### config.mk
export PLATFORM = sky130hd
export DESIGN_NAME = int_addr_gen
export DESIGN_NICKNAME = d
export VERILOG_FILES = /design/src/rtl/int_addr_gen.sv
export SDC_FILE = /design/constraint.sdc
export NUM_CORES = 1
export LEC_CHECK = 0
export CAP_MARGIN = 20
export CORE_MARGIN = 2
export CORE_UTILIZATION = 35
export DETAILED_ROUTE_END_ITERATION = 10
export PLACE_DENSITY = 0.56
export RECOVER_POWER = 100
export SYNTH_ARGS = -nofsm -noshare
export SYNTH_HDL_FRONTEND = slang
export SYNTH_SLANG_ARGS = --single-unit
### constraint.sdc
create_clock -name clk -period 5.55 [get_ports clk]
set_input_delay 1.665 -clock clk [delete_from_list [all_inputs] [get_ports clk]]
set_output_delay 1.665 -clock clk [all_outputs]
set_load 0.02 [all_outputs]
### src/rtl/int_addr_gen.sv
// Dithered relative-prime interleaver address generator: pi(i) = (P*i + Q[i mod 4]) mod N, valid/ready output.
// Define INT_ADDR_RANGE_CHK_EN to reject out-of-range N/P/Q at start and raise the sticky cfg_err flag.
module int_addr_gen #(
  parameter int A_WIDTH = 12,
  parameter int Q_WIDTH = A_WIDTH
) (
  input  logic                 clk,
  input  logic                 rst,
  input  logic                 start,
  input  logic [A_WIDTH-1:0]   blk_len,
  input  logic [A_WIDTH-1:0]   p_step,
  input  logic [4*Q_WIDTH-1:0] q_dith,
  output logic [A_WIDTH-1:0]   addr_out,
  output logic                 addr_valid,
  input  logic                 addr_ready,
  output logic                 addr_last,
  output logic                 busy,
  output logic                 cfg_err
);

  typedef enum logic [1:0] {IDLE, RUN, DONE} state_t;

  state_t                    state_q, state_d;
  logic [A_WIDTH-1:0]        n_q, n_d;
  logic [A_WIDTH-1:0]        p_q, p_d;
  logic [3:0][A_WIDTH-1:0]   dq_q, dq_d;
  logic [A_WIDTH-1:0]        acc_q, acc_d;
  logic [A_WIDTH-1:0]        idx_q, idx_d;
  logic [A_WIDTH-1:0]        addr_q, addr_d;
  logic                      valid_q, valid_d;
  logic                      last_q, last_d;
  logic                      busy_q, busy_d;
  logic                      primed_q, primed_d;
  logic                      gen_done_q, gen_done_d;

  logic                      cfg_bad;
  logic                      handshake;
  logic                      load;
  logic [A_WIDTH:0]          n_w;
  logic [A_WIDTH:0]          acc_sum;
  logic [A_WIDTH:0]          dith_sum;

`ifdef INT_ADDR_RANGE_CHK_EN
  localparam int CW = (Q_WIDTH > A_WIDTH) ? Q_WIDTH : A_WIDTH;

  logic cfg_err_q, cfg_err_d;

  always_comb begin
    cfg_bad = (blk_len == '0) || (p_step >= blk_len);
    for (int k = 0; k < 4; k++) begin
      if (CW'(q_dith[k*Q_WIDTH +: Q_WIDTH]) >= CW'(blk_len)) cfg_bad = 1'b1;
    end
  end

  always_comb begin
    cfg_err_d = cfg_err_q | ((state_q == IDLE) && start && cfg_bad);
  end

  always_ff @(posedge clk or posedge rst) begin
    if (rst) cfg_err_q <= 1'b0;
    else     cfg_err_q <= cfg_err_d;
  end

  assign cfg_err = cfg_err_q;
`else
  assign cfg_bad = 1'b0;
  assign cfg_err = 1'b0;
`endif

  assign handshake = valid_q & addr_ready;
  assign load      = (state_q == RUN) && primed_q && !gen_done_q && (!valid_q || addr_ready);

  // Both sums stay below 2N, so one extra bit and a single conditional subtract suffice.
  always_comb begin
    n_w      = {1'b0, n_q};
    acc_sum  = {1'b0, acc_q} + {1'b0, p_q};
    dith_sum = {1'b0, acc_q} + {1'b0, dq_q[idx_q[1:0]]};
  end

  always_comb begin
    state_d    = state_q;
    n_d        = n_q;
    p_d        = p_q;
    dq_d       = dq_q;
    acc_d      = acc_q;
    idx_d      = idx_q;
    addr_d     = addr_q;
    valid_d    = valid_q;
    last_d     = last_q;
    busy_d     = busy_q;
    primed_d   = primed_q;
    gen_done_d = gen_done_q;

    case (state_q)
      IDLE: begin
        if (start && !cfg_bad) begin
          n_d = blk_len;
          p_d = p_step;
          for (int k = 0; k < 4; k++) begin
            dq_d[k] = A_WIDTH'(q_dith[k*Q_WIDTH +: Q_WIDTH]);
          end
          acc_d      = '0;
          idx_d      = '0;
          primed_d   = 1'b0;
          gen_done_d = 1'b0;
          busy_d     = 1'b1;
          state_d    = RUN;
        end
      end
      RUN: begin
        // The cycle after capture only arms the generator, giving a fixed two-cycle start latency.
        primed_d = 1'b1;
        if (handshake) begin
          valid_d = 1'b0;
          last_d  = 1'b0;
          if (last_q) begin
            busy_d  = 1'b0;
            state_d = DONE;
          end
        end
        if (load) begin
          addr_d  = (dith_sum >= n_w) ? A_WIDTH'(dith_sum - n_w) : A_WIDTH'(dith_sum);
          valid_d = 1'b1;
          last_d  = (idx_q == n_q - A_WIDTH'(1));
          acc_d   = (acc_sum >= n_w) ? A_WIDTH'(acc_sum - n_w) : A_WIDTH'(acc_sum);
          idx_d   = idx_q + A_WIDTH'(1);
          if (idx_q == n_q - A_WIDTH'(1)) gen_done_d = 1'b1;
        end
      end
      DONE: begin
        state_d = IDLE;
      end
      default: begin
        state_d = IDLE;
      end
    endcase
  end

  always_ff @(posedge clk or posedge rst) begin
    if (rst) begin
      state_q    <= IDLE;
      n_q        <= '0;
      p_q        <= '0;
      dq_q       <= '0;
      acc_q      <= '0;
      idx_q      <= '0;
      addr_q     <= '0;
      valid_q    <= 1'b0;
      last_q     <= 1'b0;
      busy_q     <= 1'b0;
      primed_q   <= 1'b0;
      gen_done_q <= 1'b0;
    end else begin
      state_q    <= state_d;
      n_q        <= n_d;
      p_q        <= p_d;
      dq_q       <= dq_d;
      acc_q      <= acc_d;
      idx_q      <= idx_d;
      addr_q     <= addr_d;
      valid_q    <= valid_d;
      last_q     <= last_d;
      busy_q     <= busy_d;
      primed_q   <= primed_d;
      gen_done_q <= gen_done_d;
    end
  end

  assign addr_out   = addr_q;
  assign addr_valid = valid_q;
  assign addr_last  = last_q;
  assign busy       = busy_q;

endmodule

Word level (Yosys, flattened, before mapping)
Index checks and enable logic that the tools add are counted.
{"block": "classes", "div": 0, "n_mux": 25, "bitwise_logic": 1, "add_sub_neg": 6, "mul": 0, "eq_ne": 7, "n_reduce_logical": 17, "shift": 0, "n_lt_le_gt_ge": 3}
{"cell": "two-way mux 12 bit", "count": 6}
{"cell": "one-hot mux 12 bit (2 select lines)", "count": 2}
{"cell": "adder 12 x 12 -> 13 bit", "count": 2}
{"cell": ">= comparator 13 x 12 -> 1 bit", "count": 2}
{"cell": "binary-select mux 12 bit (select 2 bit)", "count": 1}
{"cell": "subtractor 12 bit", "count": 2}
{"cell": "adder 12 x 1 -> 12 bit (second input constant)", "count": 1}
{"cell": "equality test 12 bit", "count": 1}
{"cell": "subtractor 12 x 1 -> 12 bit (second input constant)", "count": 1}
{"cell": "two-way mux 1 bit", "count": 9}
{"cell": "!= test 2 bit (second input constant)", "count": 4}
{"cell": "AND reduction 2 bit", "count": 4}
{"cell": "AND reduction 4 bit", "count": 2}
{"cell": "two-way mux 2 bit", "count": 3}
{"cell": "one-hot mux 1 bit (2 select lines)", "count": 3}
{"cell": "AND reduction 3 bit", "count": 2}
{"cell": "one-hot mux 2 bit (2 select lines)", "count": 1}
{"cell": "nonzero test 2 bit", "count": 2}
{"cell": "logical AND 1 bit", "count": 3}
{"cell": "< comparator 2 x 3 -> 1 bit (second input constant)", "count": 1}
{"cell": "equality test 2 x 1 -> 1 bit (second input constant)", "count": 1}
{"cell": "zero test 1 bit", "count": 2}
{"cell": "zero test 2 bit", "count": 1}
{"cell": "!= test 2 x 1 -> 1 bit (second input constant)", "count": 1}
{"cell": "2 further kinds", "count": 2}
{"block": "word_totals", "mem_count": 0, "output_inout_bits": 16, "rom_bits": 0, "input_bits": 76, "register_bits": 115, "mem_bits_rw": 0, "word_cells": 74, "latchBits": 0}

Longest topological paths before layout
Gate-level depths: netlist (run 1).
{"block": "logic_depth", "ltp_word": 6, "depth_mapped": 18, "ltp_nobuf": 15}

Worst setup path after synthesis (run 1)
No wires, ideal clock.
{"block": "synth_timing", "kind": "reg2reg", "startpoint": "register idx_q[0]", "endpoint": "register addr_q[3], in the netlist addr_out[3]", "n_path_buf": 2, "arrival_ns": 4.598, "setup_ns": 0.082, "required_time_ns": 5.468, "stages_incl_launch_ff": 16, "period_less_slack_ns": 4.680, "setup_slack_ns": 0.870, "cell_sequence": "dfrtp_1 clkbuf_1 buf_1 mux4_2 ha_1 o21ai_0 nor2_2 nor4_1 o41ai_1 xor2_1 ha_1 nand3_1 o41ai_1 nor3_4 or3_2 a31oi_1"}
{"block": "synth_via", "elab_chain_cells": 5, "elab_cells_between_ends": 6, "cone_classes": "add/sub: 2; order compare: 1; mux: 3"}
{"element": "from (decl)", "line": "28", "rtl": "logic [A_WIDTH-1:0] idx_q, idx_d;"}
{"element": "from (signal assigned)", "line": "159", "rtl": "idx_q <= idx_d;"}
{"element": "binary-select mux 12 bit (select 2 bit) *", "line": "77", "rtl": "dith_sum = {1'b0, acc_q} + {1'b0, dq_q[idx_q[1:0]]};"}
{"element": "two-way mux 12 bit (not written as such) *", "line": "77"}
{"element": "adder 12 x 12 -> 13 bit *", "line": "77"}
{"element": "subtractor 12 bit or >= comparator 13 x 12 -> 1 bit (tied branches)", "line": "122", "rtl": "addr_d = (dith_sum >= n_w) ? A_WIDTH'(dith_sum - n_w) : A_WIDTH'(dith_sum);"}
{"element": "two-way mux 12 bit *", "line": "122"}
{"element": "to (signal assigned)", "line": "160", "rtl": "addr_q <= addr_d;"}
{"element": "to (decl)", "line": "29", "rtl": "logic [A_WIDTH-1:0] addr_q, addr_d;"}
Every way passes the cells marked *; elsewhere a longest branch is shown, timed or not. The select of a mux whose other input is x is not followed.
A chain may end at the register's enable or synchronous reset.

Final worst setup path (run 1)
{"block": "layout_timing", "startpoint": "register idx_q[0]", "endpoint": "register addr_q[9], in the netlist addr_out[9]"}
The elaborated chain is that of the path after synthesis.

==> metrics.cfg, run 1 <==
[die]
start_util_pct = 35.5
dieArea_um2 = 22400
dieHeight_um = 150
io_pins = 92
fp.dieW_um = 150
core_um2 = 21000
num_rows = 53

[synthesis]
yosys.area_share.simple_pct = 21.2
async_reset_ff_share_pct = 100
ys_types = 72
synth_common_cells = 231 x nand2_1, 115 x dfrtp_1, 50 x ha_1, 44 x nor2_1, 42 x o21ai_0
synthAdderAreaFrac_pct = 9.49
synth.area.mux_share_pct = 7.10
synth-edff-count = 0
syn_area_um2 = 7440
synthTopCellsByArea = dfrtp_1 39%, nand2_1 12%, ha_1 8.4%
ys.flop_type = dfrtp_1
synth_most_common_cell = nand2_1
synth-compound-area-share_pct = 13.2
ys_warn_count = 0
syn_avg_cell_area_um2 = 8.90
ys_ff_latch = 115
ys_seq_area_share_pct = 38.7
synth_top_area_cell = dfrtp_1
synth_cells = 836
post_synth_xor_area_fraction_pct = 6.95
synth_nets = 966
synth_top_family_by_area = simple AND/OR/NAND/NOR gates
synth_top_cell_area_share_pct = 38.7

[placement]
dpl.hpwl_mm = 14.5
io_buffers = 90
gp_congestion = 0.885

[critical_path]
crit_fanout = 11
cp.arrival_ns = 5.21
cp-end-kind = flop
criticalPathCategory = flop to flop
cp.required_ns = 5.77
startpoint_type = flop

[layout]
area_delta_synth_final_pct = 23.4
antenna_cells = 0
postLayoutCoreUtil_pct = 43.8
layout-drive-gt1-share_pct = 7.16
nets = 1053

[timing]
hold_viol = 0
worst_slew_pin_slew_ns = 2.69
timing.slew.headroom_pct = -80.0
max_freq_ghz = 0.200
final_max_slew_viol_count = 134
post-route-period-util_pct = 90.0
fin_skew_ns = 0.00739
setup-violations-final = 0
tns_ns = 0
period_minus_slack_ns = 4.99
rsz0062_at_grt = false

[clocking]
clkSinkCount = 115
cts_tree = yes
cts_max_path_buffers = 2
clock_latency_ns = 0.42
cts_root_buffer = clkbuf_16
h-tree-depth = 4
cts_setup_buffers = 0
postCtsHoldBufs = 0
cts_made_buffers = 17
cts.clk_slew.worst_paths_ns = 0.06
cts_resized = 0

[grt]
grt_use_total_pct = 18.1
grt_max_degree = 61
grt_pass1_vias = 6062
grt_pass1_wl_mm = 31.5
grt_antenna_before_repair = 0
overflow = 0

[route]
drc = 0
dr.pass1.iters = 5
drt-total-wl_mm = 19.2
avgRoutedWirePerCell_um = 15.9
drt-vias-per-instance = 5.05
drt_iter0_drc = 368
vias = 6115
ant_nets = 0

[power_and_ir_drop]
p_per_area_nw_per_um2 = 707
vdd_drop_max_mv = 0.313
p_leak_nw = 4.24

[flow_run]
drv_cap = 4

[status]
violations = max-capacitance violations, max-slew violations
outcome = finished, violations left

[hold_path]
hold_class = flop to flop

[worst max-delay path: stages, from the launching register on]
cell,delay [ns]
dfrtp_1,0.57
clkbuf_2,0.43
mux4_2,0.57
ha_1,0.37
o21ai_0,0.15
o41ai_1,0.44
xor2_1,0.27
ha_1,0.32
a21o_1,0.19
a221oi_1,0.29
o41ai_1,0.17
nor3_4,0.45
buf_4,0.26
mux2i_1,0.20
o21ai_0,0.09
[layout by cell type, fill, tap and decap left out, types with 8 or more instances in the layout]
cell type / instances
mux4_2: 12
xor2_1: 19
ha_1: 50
nor2_1: 45
mux2i_1: 22
dfrtp_1: 115
o21a_1: 9
dlygate4sd3_1: 18
o21ai_0: 47
xnor2_1: 40
clkdlybuf4s50_1: 72
a21oi_1: 25
nand2_1: 231
clkbuf_16: 17
nand4_1: 8
inv_1: 27
a21o_1: 16
nand3_1: 28
[cell type report]
cell class	instances	area (µm²)
flip-flops and latches	115	2880
fillers	2129	11800
multi-input cells	660	4290
clock buffers	18	429
inverters	29	110
clock inverters	14	166
well taps	275	344
repair buffers	100	957
[kinds of logic after synthesis]
logic type,count (synthesis)
AOI/OAI and AO/OA,149
xor gates and xnor gates,59
adders and majority gates,54
buffers and inverters,61
DFF,115
muxes,37
other,1
and+or+nand+nor,360
[routing by layer]
metal	share of wire, %	wire length (µm)	GRT usage [%]	up-vias
li1	-	-	-	3078
met5	0	0	0	-
met4	2.1	403	6.42	0
met2	43	8320	27.7	173
met3	5.0	969	3.69	30
met1	50	9550	25.4	2834
[through the flow]
step	instance area [µm²]	hold slack, ns	worst slack (ns)	cells	power, W
floorplan	7440	0.408	0.841	836	0.00452
global placement	8630	0.428	0.832	1179	0.00540
detailed placement	8630	0.429	0.684	1179	0.00540
CTS	9220	0.436	0.677	1211	0.00657
global route	9180	0.463	0.218	1211	0.00704
finish	9180	0.439	0.558	1211	0.00649
[where the power goes]
part           switching, W  total (W)  internal, W  leakage [nW]
Sequential         0.000188    0.00122      0.00104          1.42
Clock              0.000439    0.00111     0.000675         0.289
Combinational       0.00226    0.00415      0.00189          2.53
[sequential cells by signal, indices dropped and copies added (netlist names)]
| register | flops |
|---|---|
| addr_valid | 1 |
| idx_q | 12 |
| busy | 1 |
| primed_q | 1 |
| gen_done_q | 1 |
| p_q | 12 |
| n_q | 12 |
| addr_out | 12 |
| dq_q | 48 |
| addr_last | 1 |
| state_q | 2 |
| acc_q | 12 |
[path summary, 6_finish.rpt]
kind                       startpoint     endpoint  slack, ns  cells after the start
max reg2reg                  idx_q[0]  addr_out[9]       0.56                     14
min reg2reg                state_q[1]   state_q[0]       0.44                      1
min                        state_q[1]   state_q[0]       0.44                      1
max                          idx_q[0]  addr_out[9]       0.56                     14
min in group asynchronous         rst     acc_q[9]       2.45                      2
max in group asynchronous         rst  addr_out[3]       0.87                      3
Note: power is estimated with default switching activity, not from simulation.
==> run 2: changes to the inputs <==
--- a/config.mk
+++ b/config.mk
@@ -11,6 +11,7 @@
 export DETAILED_ROUTE_END_ITERATION = 10
 export PLACE_DENSITY = 0.56
 export RECOVER_POWER = 100
+export SKIP_CTS_REPAIR_TIMING = 1
 export SYNTH_ARGS = -nofsm -noshare
 export SYNTH_HDL_FRONTEND = slang
 export SYNTH_SLANG_ARGS = --single-unit
==> results of run 2 <==
No change in the layout: final DEF, timing and power equal those of run 1.
